### src/rtl/mac_out_serializer_pkg.sv
// Shared constants for the MAC output serializer: precision-mode encodings,
// FSM state encoding and the mode sanitizer.
package mac_out_serializer_pkg;

  localparam logic [1:0] MAC_SINGLE = 2'b00;
  localparam logic [1:0] MAC_DUAL   = 2'b01;
  localparam logic [1:0] MAC_QUAD   = 2'b10;

  typedef enum logic {
    MAC_SER_IDLE = 1'b0,
    MAC_SER_SEND = 1'b1
  } mac_ser_state_e;

  // Reserved mode encodings frame like single precision.
  function automatic logic [1:0] mac_mode_sanitize(input logic [1:0] mode);
    logic [1:0] res;
    case (mode)
      MAC_DUAL: res = MAC_DUAL;
      MAC_QUAD: res = MAC_QUAD;
      default:  res = MAC_SINGLE;
    endcase
    return res;
  endfunction

endpackage

### src/rtl/mac_ser_last_gen.sv
// Combinational end-of-result decision for the serializer: is beat 'cnt'
// the final beat of a result under precision 'mode'.
module mac_ser_last_gen
  import mac_out_serializer_pkg::*;
#(
  parameter int BEATS_PER_WORD = 2,
  parameter int CNT_W          = 3
) (
  input  logic [CNT_W-1:0] cnt,
  input  logic [1:0]       mode,
  output logic             last
);

  logic [31:0] group_s;

  // Result length in beats, then last on every group boundary.
  always_comb begin
    group_s = 32'(BEATS_PER_WORD);
    case (mode)
      MAC_DUAL: group_s = 32'(2 * BEATS_PER_WORD);
      MAC_QUAD: group_s = 32'(4 * BEATS_PER_WORD);
      default:  group_s = 32'(BEATS_PER_WORD);
    endcase
    last = (((32'(cnt) + 32'd1) % group_s) == 32'd0);
  end

endmodule

### src/rtl/mac_out_serializer.sv
// Captures four accumulator words and streams them LSB-first as narrow beats
// over valid/ready. Optional out_parity port under MAC_OUT_SER_PARITY_EN.
module mac_out_serializer
  import mac_out_serializer_pkg::*;
#(
  parameter int MAC_MIN_WIDTH = 8,
  parameter int MAC_ACC_WIDTH = 4 * MAC_MIN_WIDTH,
  parameter int OUT_WIDTH     = MAC_ACC_WIDTH / 2
) (
  input  logic                     clk,
  input  logic                     rst,
  input  logic                     cap,
  input  logic [1:0]               mode,
  input  logic [MAC_ACC_WIDTH-1:0] in0,
  input  logic [MAC_ACC_WIDTH-1:0] in1,
  input  logic [MAC_ACC_WIDTH-1:0] in2,
  input  logic [MAC_ACC_WIDTH-1:0] in3,
  output logic [OUT_WIDTH-1:0]     out_data,
  output logic                     out_valid,
  input  logic                     out_ready,
  output logic                     out_last,
  output logic                     busy,
  output logic                     cap_drop
`ifdef MAC_OUT_SER_PARITY_EN
  ,
  output logic                     out_parity
`endif
);

  localparam int BEATS_PER_WORD = MAC_ACC_WIDTH / OUT_WIDTH;
  localparam int TOTAL_BEATS    = 4 * BEATS_PER_WORD;
  localparam int CNT_W          = $clog2(TOTAL_BEATS);
  localparam int SHIFT_W        = 4 * MAC_ACC_WIDTH;
  localparam logic [CNT_W-1:0] LAST_CNT = CNT_W'(TOTAL_BEATS - 1);

  mac_ser_state_e     state_r, state_nxt_s;
  logic [SHIFT_W-1:0] shift_r, shift_nxt_s;
  logic [CNT_W-1:0]   cnt_r, cnt_nxt_s;
  logic [1:0]         mode_r, mode_nxt_s;
  logic               out_last_r, last_nxt_s;
  logic               cap_drop_r, drop_nxt_s;
  logic               xfer_s, final_s;

`ifdef MAC_OUT_SER_PARITY_EN
  logic               out_parity_r;

  function automatic logic even_parity(input logic [OUT_WIDTH-1:0] data);
    return ^data;
  endfunction
`endif

  assign xfer_s  = (state_r == MAC_SER_SEND) && out_ready;
  assign final_s = (cnt_r == LAST_CNT);

  // Next-state, shift-register and drop decision.
  always_comb begin
    state_nxt_s = state_r;
    shift_nxt_s = shift_r;
    cnt_nxt_s   = cnt_r;
    mode_nxt_s  = mode_r;
    drop_nxt_s  = 1'b0;
    case (state_r)
      MAC_SER_IDLE: begin
        if (cap) begin
          state_nxt_s = MAC_SER_SEND;
          shift_nxt_s = {in3, in2, in1, in0};
          mode_nxt_s  = mac_mode_sanitize(mode);
          cnt_nxt_s   = {CNT_W{1'b0}};
        end else begin
          state_nxt_s = MAC_SER_IDLE;
        end
      end
      MAC_SER_SEND: begin
        if (xfer_s && final_s) begin
          // A capture on the closing edge chains the next stream with no bubble.
          if (cap) begin
            state_nxt_s = MAC_SER_SEND;
            shift_nxt_s = {in3, in2, in1, in0};
            mode_nxt_s  = mac_mode_sanitize(mode);
          end else begin
            state_nxt_s = MAC_SER_IDLE;
            shift_nxt_s = shift_r >> OUT_WIDTH;
          end
          cnt_nxt_s = {CNT_W{1'b0}};
        end else if (xfer_s) begin
          shift_nxt_s = shift_r >> OUT_WIDTH;
          cnt_nxt_s   = cnt_r + CNT_W'(1);
          drop_nxt_s  = cap;
        end else begin
          drop_nxt_s  = cap;
        end
      end
      default: begin
        state_nxt_s = MAC_SER_IDLE;
        shift_nxt_s = {SHIFT_W{1'b0}};
        cnt_nxt_s   = {CNT_W{1'b0}};
      end
    endcase
  end

  mac_ser_last_gen #(
    .BEATS_PER_WORD (BEATS_PER_WORD),
    .CNT_W          (CNT_W)
  ) u_last_gen (
    .cnt  (cnt_nxt_s),
    .mode (mode_nxt_s),
    .last (last_nxt_s)
  );

  // State and output registers; out_last is precomputed for the next beat.
  always_ff @(posedge clk or negedge rst) begin
    if (!rst) begin
      state_r    <= MAC_SER_IDLE;
      shift_r    <= {SHIFT_W{1'b0}};
      cnt_r      <= {CNT_W{1'b0}};
      mode_r     <= MAC_SINGLE;
      out_last_r <= 1'b0;
      cap_drop_r <= 1'b0;
    end else begin
      state_r    <= state_nxt_s;
      shift_r    <= shift_nxt_s;
      cnt_r      <= cnt_nxt_s;
      mode_r     <= mode_nxt_s;
      out_last_r <= (state_nxt_s == MAC_SER_SEND) && last_nxt_s;
      cap_drop_r <= drop_nxt_s;
    end
  end

`ifdef MAC_OUT_SER_PARITY_EN
  // Parity tracks the beat register so it holds under back-pressure too.
  always_ff @(posedge clk or negedge rst) begin
    if (!rst) begin
      out_parity_r <= 1'b0;
    end else begin
      out_parity_r <= even_parity(shift_nxt_s[OUT_WIDTH-1:0]);
    end
  end

  assign out_parity = out_parity_r;
`endif

  assign out_data  = shift_r[OUT_WIDTH-1:0];
  assign out_valid = (state_r == MAC_SER_SEND);
  assign busy      = (state_r == MAC_SER_SEND);
  assign out_last  = out_last_r;
  assign cap_drop  = cap_drop_r;

endmodule

### config.mk
export PLATFORM = sky130hd
export DESIGN_NAME = mac_out_serializer
export DESIGN_NICKNAME = d
export VERILOG_FILES = /design/src/rtl/mac_out_serializer_pkg.sv /design/src/rtl/mac_ser_last_gen.sv /design/src/rtl/mac_out_serializer.sv
export SDC_FILE = /design/constraint.sdc
export NUM_CORES = 1
export LEC_CHECK = 0
export CAP_MARGIN = 20
export CORE_AREA = 3 3 211 213
export CTS_CLUSTER_DIAMETER = 80
export DETAILED_ROUTE_END_ITERATION = 10
export DIE_AREA = 0 0 214 216
export PLACE_DENSITY_LB_ADDON = 0.2
export SLEW_MARGIN = 20
export SYNTH_ARGS = -nofsm -noshare
export SYNTH_HDL_FRONTEND = slang
export SYNTH_HIERARCHICAL = 1
export SYNTH_SLANG_ARGS = --single-unit
export TNS_END_PERCENT = 20
### constraint.sdc
create_clock -name clk -period 112.6 [get_ports clk]
set_input_delay 22.52 -clock clk [delete_from_list [all_inputs] [get_ports clk]]
set_output_delay 22.52 -clock clk [all_outputs]
set_load 0.03 [all_outputs]
; ---- After elaboration in Yosys (flattened, before gate mapping)
; Cells that the tools add are included.
[totals]
in_bits = 134
elab_cells = 41
output_inout_bits = 20
reg_bits = 136
[op_classes]
bitwise = 1
n_eq_ne = 7
addsub = 2
div_mod_pow = 1
muxes = 19
reduce_logical = 5
[op_table]
columns = op, count
row1 = $mux 128, 4
row2 = $pmux 128 s2, 1
row3 = $logic_not 32->1, 1
row4 = $mod 32x32->32, 1
row5 = $mux 3, 3
row6 = $pmux 2 s2, 2
row7 = $pmux 4 s2, 1
row8 = $pmux 3 s2, 1
row9 = $add 3x1->4 const B, 1
row10 = $eq 2x1->1 const B, 2
row11 = $eq 2x2->1 const B, 2
row12 = $mux 1, 4
row13 = $mux 2, 2
row14 = $add 3x1->3 const B, 1
row15 = $eq 3x3->1 const B, 1
row16 = $logic_and 1x1->1, 3
row17 = $ne 3x1->1 const B, 1
row18 = $ne 2x2->1 const B, 1
row19 = $pmux 1 s2, 1
row20 = $reduce_and 2->1, 1
row21 = $not 1->1, 1

; ---- Logic depth before layout (Yosys ltp)
[logic_depth]
ltp_word = 10
ltp_mapped = 312

; ---- Hierarchy
; The synthesis kept the hierarchy.
[modules_own_cells]
columns = module, area_each_um2, cells_per_inst, n_inst
row1 = mac_ser_last_gen, 16618.4, 2502, 1
row2 = mac_out_serializer, 6747.7, 755, 1

; ---- Worst setup path before layout
; OpenSTA, ideal clock, no wires.
[synth_timing]
path_kind = input-to-reg
start = in out_ready
end = reg out_last_r, in the netlist out_last
required_time_ns = 112.534
cell_stages = 278
arrival_ns = 80.616
slack_ns = 31.919
path_cell_list = buf_2 a21boi_1 nand2b_1 mux2_2 ha_1 inv_1 ha_1 o211ai_1 o211a_1 nor2_1 or3_1 and2_1 inv_1 ha_1 o211ai_1 nand2_1 nor3_1 a32oi_1 [... 242 more ...] a21oi_1 nor2_1 nand3_1 or3_1 buf_2 clkbuf_1 nor2_1 a21oi_1 ha_1 nor2b_1 o21ai_0 nand2b_1 or3_1 a211o_1 or4_1 or4_1 nor4_2 and2_1
[synth_between]
elab_chain_len = 9
[synth_lines]
columns = element, line
row1 = from (decl), mac_out_serializer.sv:20  ; input logic out_ready,
row2 = $logic_and 1x1->1 *, mac_out_serializer.sv:52  ; assign xfer_s = (state_r == MAC_SER_SEND) && out_ready;
row3 = $logic_and 1x1->1 *, mac_out_serializer.sv:74  ; if (xfer_s && final_s) begin
row4 = $mux 2 *, mac_out_serializer.sv:74
row5 = $pmux 2 s2 *, mac_out_serializer.sv:62  ; case (state_r)
row6 = named net mode_nxt_s[1], mac_out_serializer.sv:39  ; logic [1:0] mode_r, mode_nxt_s;
row7 = $eq 2x2->1 or $eq 2x1->1 (tied branches), mac_ser_last_gen.sv:19  ; case (mode)
row8 = $pmux 4 s2 *, mac_ser_last_gen.sv:19
row9 = $mod 32x32->32 *, mac_ser_last_gen.sv:24  ; last = (((32'(cnt) + 32'd1) % group_s) == 32'd0);
row10 = $logic_not 32->1 *, mac_ser_last_gen.sv:24
row11 = named net last_nxt_s, mac_out_serializer.sv:40  ; logic out_last_r, last_nxt_s;
row12 = $logic_and 1x1->1 *, mac_out_serializer.sv:124  ; out_last_r <= (state_nxt_s == MAC_SER_SEND) && last_nxt_s;
row13 = to (signal assigned), mac_out_serializer.sv:124
row14 = to (decl), mac_out_serializer.sv:40
; Mark *: on every way through the listed nets, which the timed path passes. The rest lies on a longest branch.
; A chain may end at the register's enable or synchronous reset.

; ---- Worst setup path after layout
[layout_timing]
start = in cap
end = reg out_last_r, in the netlist out_last
[layout_between]
elab_chain_len = 8
[layout_lines]
columns = element, line
row1 = from (decl), mac_out_serializer.sv:12  ; input logic cap,
row2 = $mux 2 *, "mac_out_serializer.sv:64, mac_out_serializer.sv:76"
row3 = $mux 2, mac_out_serializer.sv:74
row4 = $pmux 2 s2 *, mac_out_serializer.sv:62
row5 = named net mode_nxt_s[0], mac_out_serializer.sv:39
row6 = $eq 2x2->1 or $eq 2x1->1 (tied branches), mac_ser_last_gen.sv:19
row7 = $pmux 4 s2 *, mac_ser_last_gen.sv:19
row8 = $mod 32x32->32 *, mac_ser_last_gen.sv:24
row9 = $logic_not 32->1 *, mac_ser_last_gen.sv:24
row10 = named net last_nxt_s, mac_out_serializer.sv:40
row11 = $logic_and 1x1->1 *, mac_out_serializer.sv:124
; Marked as above.

==> impl_results.md <==
* Fin crit period at 91.81 ns
* Routed wire per std cell at 20.6 um
* Hold Slack at 0.483 ns
* Worst Setup End Kind: flop
* Global-route wire length before repair at 130 mm
* Initial antenna violation count at 4
* Io pins at 154
* Via-to-Cell Ratio at 6.79
* Setup TNS at 0 ns
* Finished Layout Cells at 3919
* Die Area at 0.0462 sq mm
* Placed cells at 3885
* CTS tree: done
* Post-route clock period utilization at 81.5%
* Commonest register cell after synthesis: dfrtp_1
* CP startpoint kind: input pin
* Clock Latency Late Sink at 0.42 ns
* Post-CTS Setup Bufs at 0
* GRT Overall Usage at 33.1%
* Synthesized instance count at 3257
* Seq/Total Area, Yosys at 14.6%
* Synth Warn # at 6
* Die span in x at 214 um
* # clock sinks at 136
* Worst Hold Class: flop to flop
* DPL Wire Length at 63.2 mm
* Number of core rows at 76
* Slowest stage cell, crit path: nor4_2
* Die Ht at 216 um
* Sequential cell area at 0.00341 sq mm
* Mapped Area at 0.0234 sq mm
* Final nets at 3550
* Fmax at 10.9 MHz
* DRC at 0
* Number of synthesized flops with an enable pin at 0
* Final setup fails at 0
* Initial DRC Count at 2838
* Unrepaired setup endpoints after global routing: no
* Area taken by multi-input logic gates at 0.0191 sq mm
* Worst slew pin tran at 1.16 ns
* RePlAce Congestion at 0.992
* Port bufs at 153
* Root Driver: clkbuf_16
* Post-DRT Antenna Nets at 0
* Clk_skew at 0.00781 ns
* Area grow syn2layout at 10.1%
* Filler cells at 4005
* Vias in the first global route at 24700
* H-tree lvl count at 4
* Total Routed Length at 80.8 mm
* Status: completed
* CTS buffer count at 17
* Share of cells above drive strength 1 at 7.62%
* Worst EP arrival at 92.17 ns
* MaxCap Viol Count at 0
* Clock slew at reported path FFs at 0.06 ns
* Core area at 0.0429 sq mm
* FFs w/ async S/R, synth at 100%
* Worst-path fanout max at 16
* Distinct cells, synth at 137
* Initial DRT Pass Iterations at 6
* CTS Hold Bufs at 0
* Avg Synthesized Cell Area at 7.17 sq um
* Crit-path max cell delay at 0.70 ns
* Critical Path RT at 112.96 ns
* WS Path Type: input pin to flop
* Yosys reg bits at 136
* Largest net degree at the start of global routing at 108
* Fin. Hold Viols at 0
* Fin. max-slew vios at 0
* Starting density of the core at 54.5%
* GRT overflow at 0
* CP most frequent cell: ha_1
* Clock Path Buffers at 2
* Slew Limit Headroom at 22.9%
* Via count at 26600
* Post_cts resized at 0
-- stage by stage --
step / cell area [sq um] / setup slack (ns) / utilization (%)
after global routing: 25700 / 14.10 / 60.0
final: 25700 / 20.79 / 60.0
after CTS: 25700 / 22.03 / 60.0
after floorplan: 23500 / 31.92 / -
after global placement: 25100 / 24.73 / 58.6
after detailed placement: 25100 / 21.81 / 58.6
-- cell families (layout without fill, tap and decap cells) --
family | Yosys count | in the layout | synth area share [%]
AND/OR/NAND/NOR | 1670 | 1670 | 37.6
AO/OA/AOI/OAI | 933 | 933 | 29.6
buffers and inverters | 199 | 247 | 4.04
XOR/XNOR | 153 | 153 | 5.86
flip-flops | 136 | 136 | 14.6
adder cells (fa/ha/maj) | 97 | 97 | 5.19
multiplexers | 68 | 68 | 3.14
other | 1 | 30 | 0.0160
-- cell usage after synthesis, types with 45 or more instances --
cell type | n | area [sq um]
nand2_1 | 500 | 1880
nor2_1 | 294 | 1100
nand4_1 | 160 | 1000
o21ai_0 | 144 | 721
a21oi_1 | 141 | 706
o211ai_1 | 140 | 1050
dfrtp_1 | 136 | 3400
nor3_1 | 124 | 621
nand3_1 | 108 | 541
xnor2_1 | 104 | 911
ha_1 | 97 | 1210
clkbuf_1 | 67 | 251
o21a_1 | 54 | 405
and2_1 | 53 | 332
nand2b_1 | 52 | 325
buf_2 | 50 | 250
a31oi_1 | 48 | 300
xor2_1 | 45 | 394
-- sequential cells by signal (all words and copies together), names as in the netlist --
register and flops:
cnt_r 3, busy 1, cap_drop 1, shift_r 128, out_last 1, mode_r 2
-- worst paths after layout --
kind	start	endpoint	slack (ns)	cells after the start
worst max-delay path	cap	out_last	20.79	261
worst min-delay path	shift_r[121]	shift_r[121]	0.48	2
worst max register to register	busy	out_last	42.42	261
worst min register to register	shift_r[121]	shift_r[121]	0.48	2
max in group asynchronous	rst	busy	89.01	2
min in group asynchronous	rst	shift_r[11]	22.05	1
-- metal layers --
| layer | global-route usage [%] | up-vias | part of all wire [%] |
|---|---|---|---|
| li1 | - | 12500 | - |
| met4 | 10.2 | 4 | 2.9 |
| met2 | 56.3 | 1139 | 47 |
| met5 | 0 | - | 0.028 |
| met3 | 4.14 | 176 | 6.7 |
| met1 | 43.9 | 12800 | 43 |
-- worst max-delay path, delay by kind of cell --
kind	cells	cell delay, ns
AOI/OAI and AO/OA	79	16.18
adders and majority gates	29	9.34
buffers and inverters	11	1.42
muxes	16	5.67
and+or+nand+nor	126	36.87
-- layout make-up --
type | count | area share, %
Inverter | 45 | 0.657
Tap cell | 585 | 2.85
Antenna cell | 2 | 0.0195
Clock inverter | 12 | 0.589
Clock buffer | 20 | 1.74
Sequential cell | 136 | 13.2
Multi-Input combinational cell | 2949 | 74.5
Timing Repair Buffer | 170 | 6.45
-- cell usage in the layout (no fill, tap or decap), types with 36 or more instances in the layout --
cell type        count
a21oi_1            141
a31oi_1             48
and2_1              52
and3_1              44
clkdlybuf4s50_1    151
dfrtp_1            135
ha_1                97
inv_1               44
mux2i_1             40
nand2_1            500
nand2b_1            52
nand3_1            108
nand4_1            160
nor2_1             294
nor2b_1             42
nor3_1             124
nor4_1              39
o211ai_1           140
o21a_1              54
o21ai_0            144
or3_1               36
xnor2_1            104
xor2_1              45
Power is left out: the tool's default activity adds up to more than one toggle a clock period on the data nets, which glitch-free logic cannot reach.
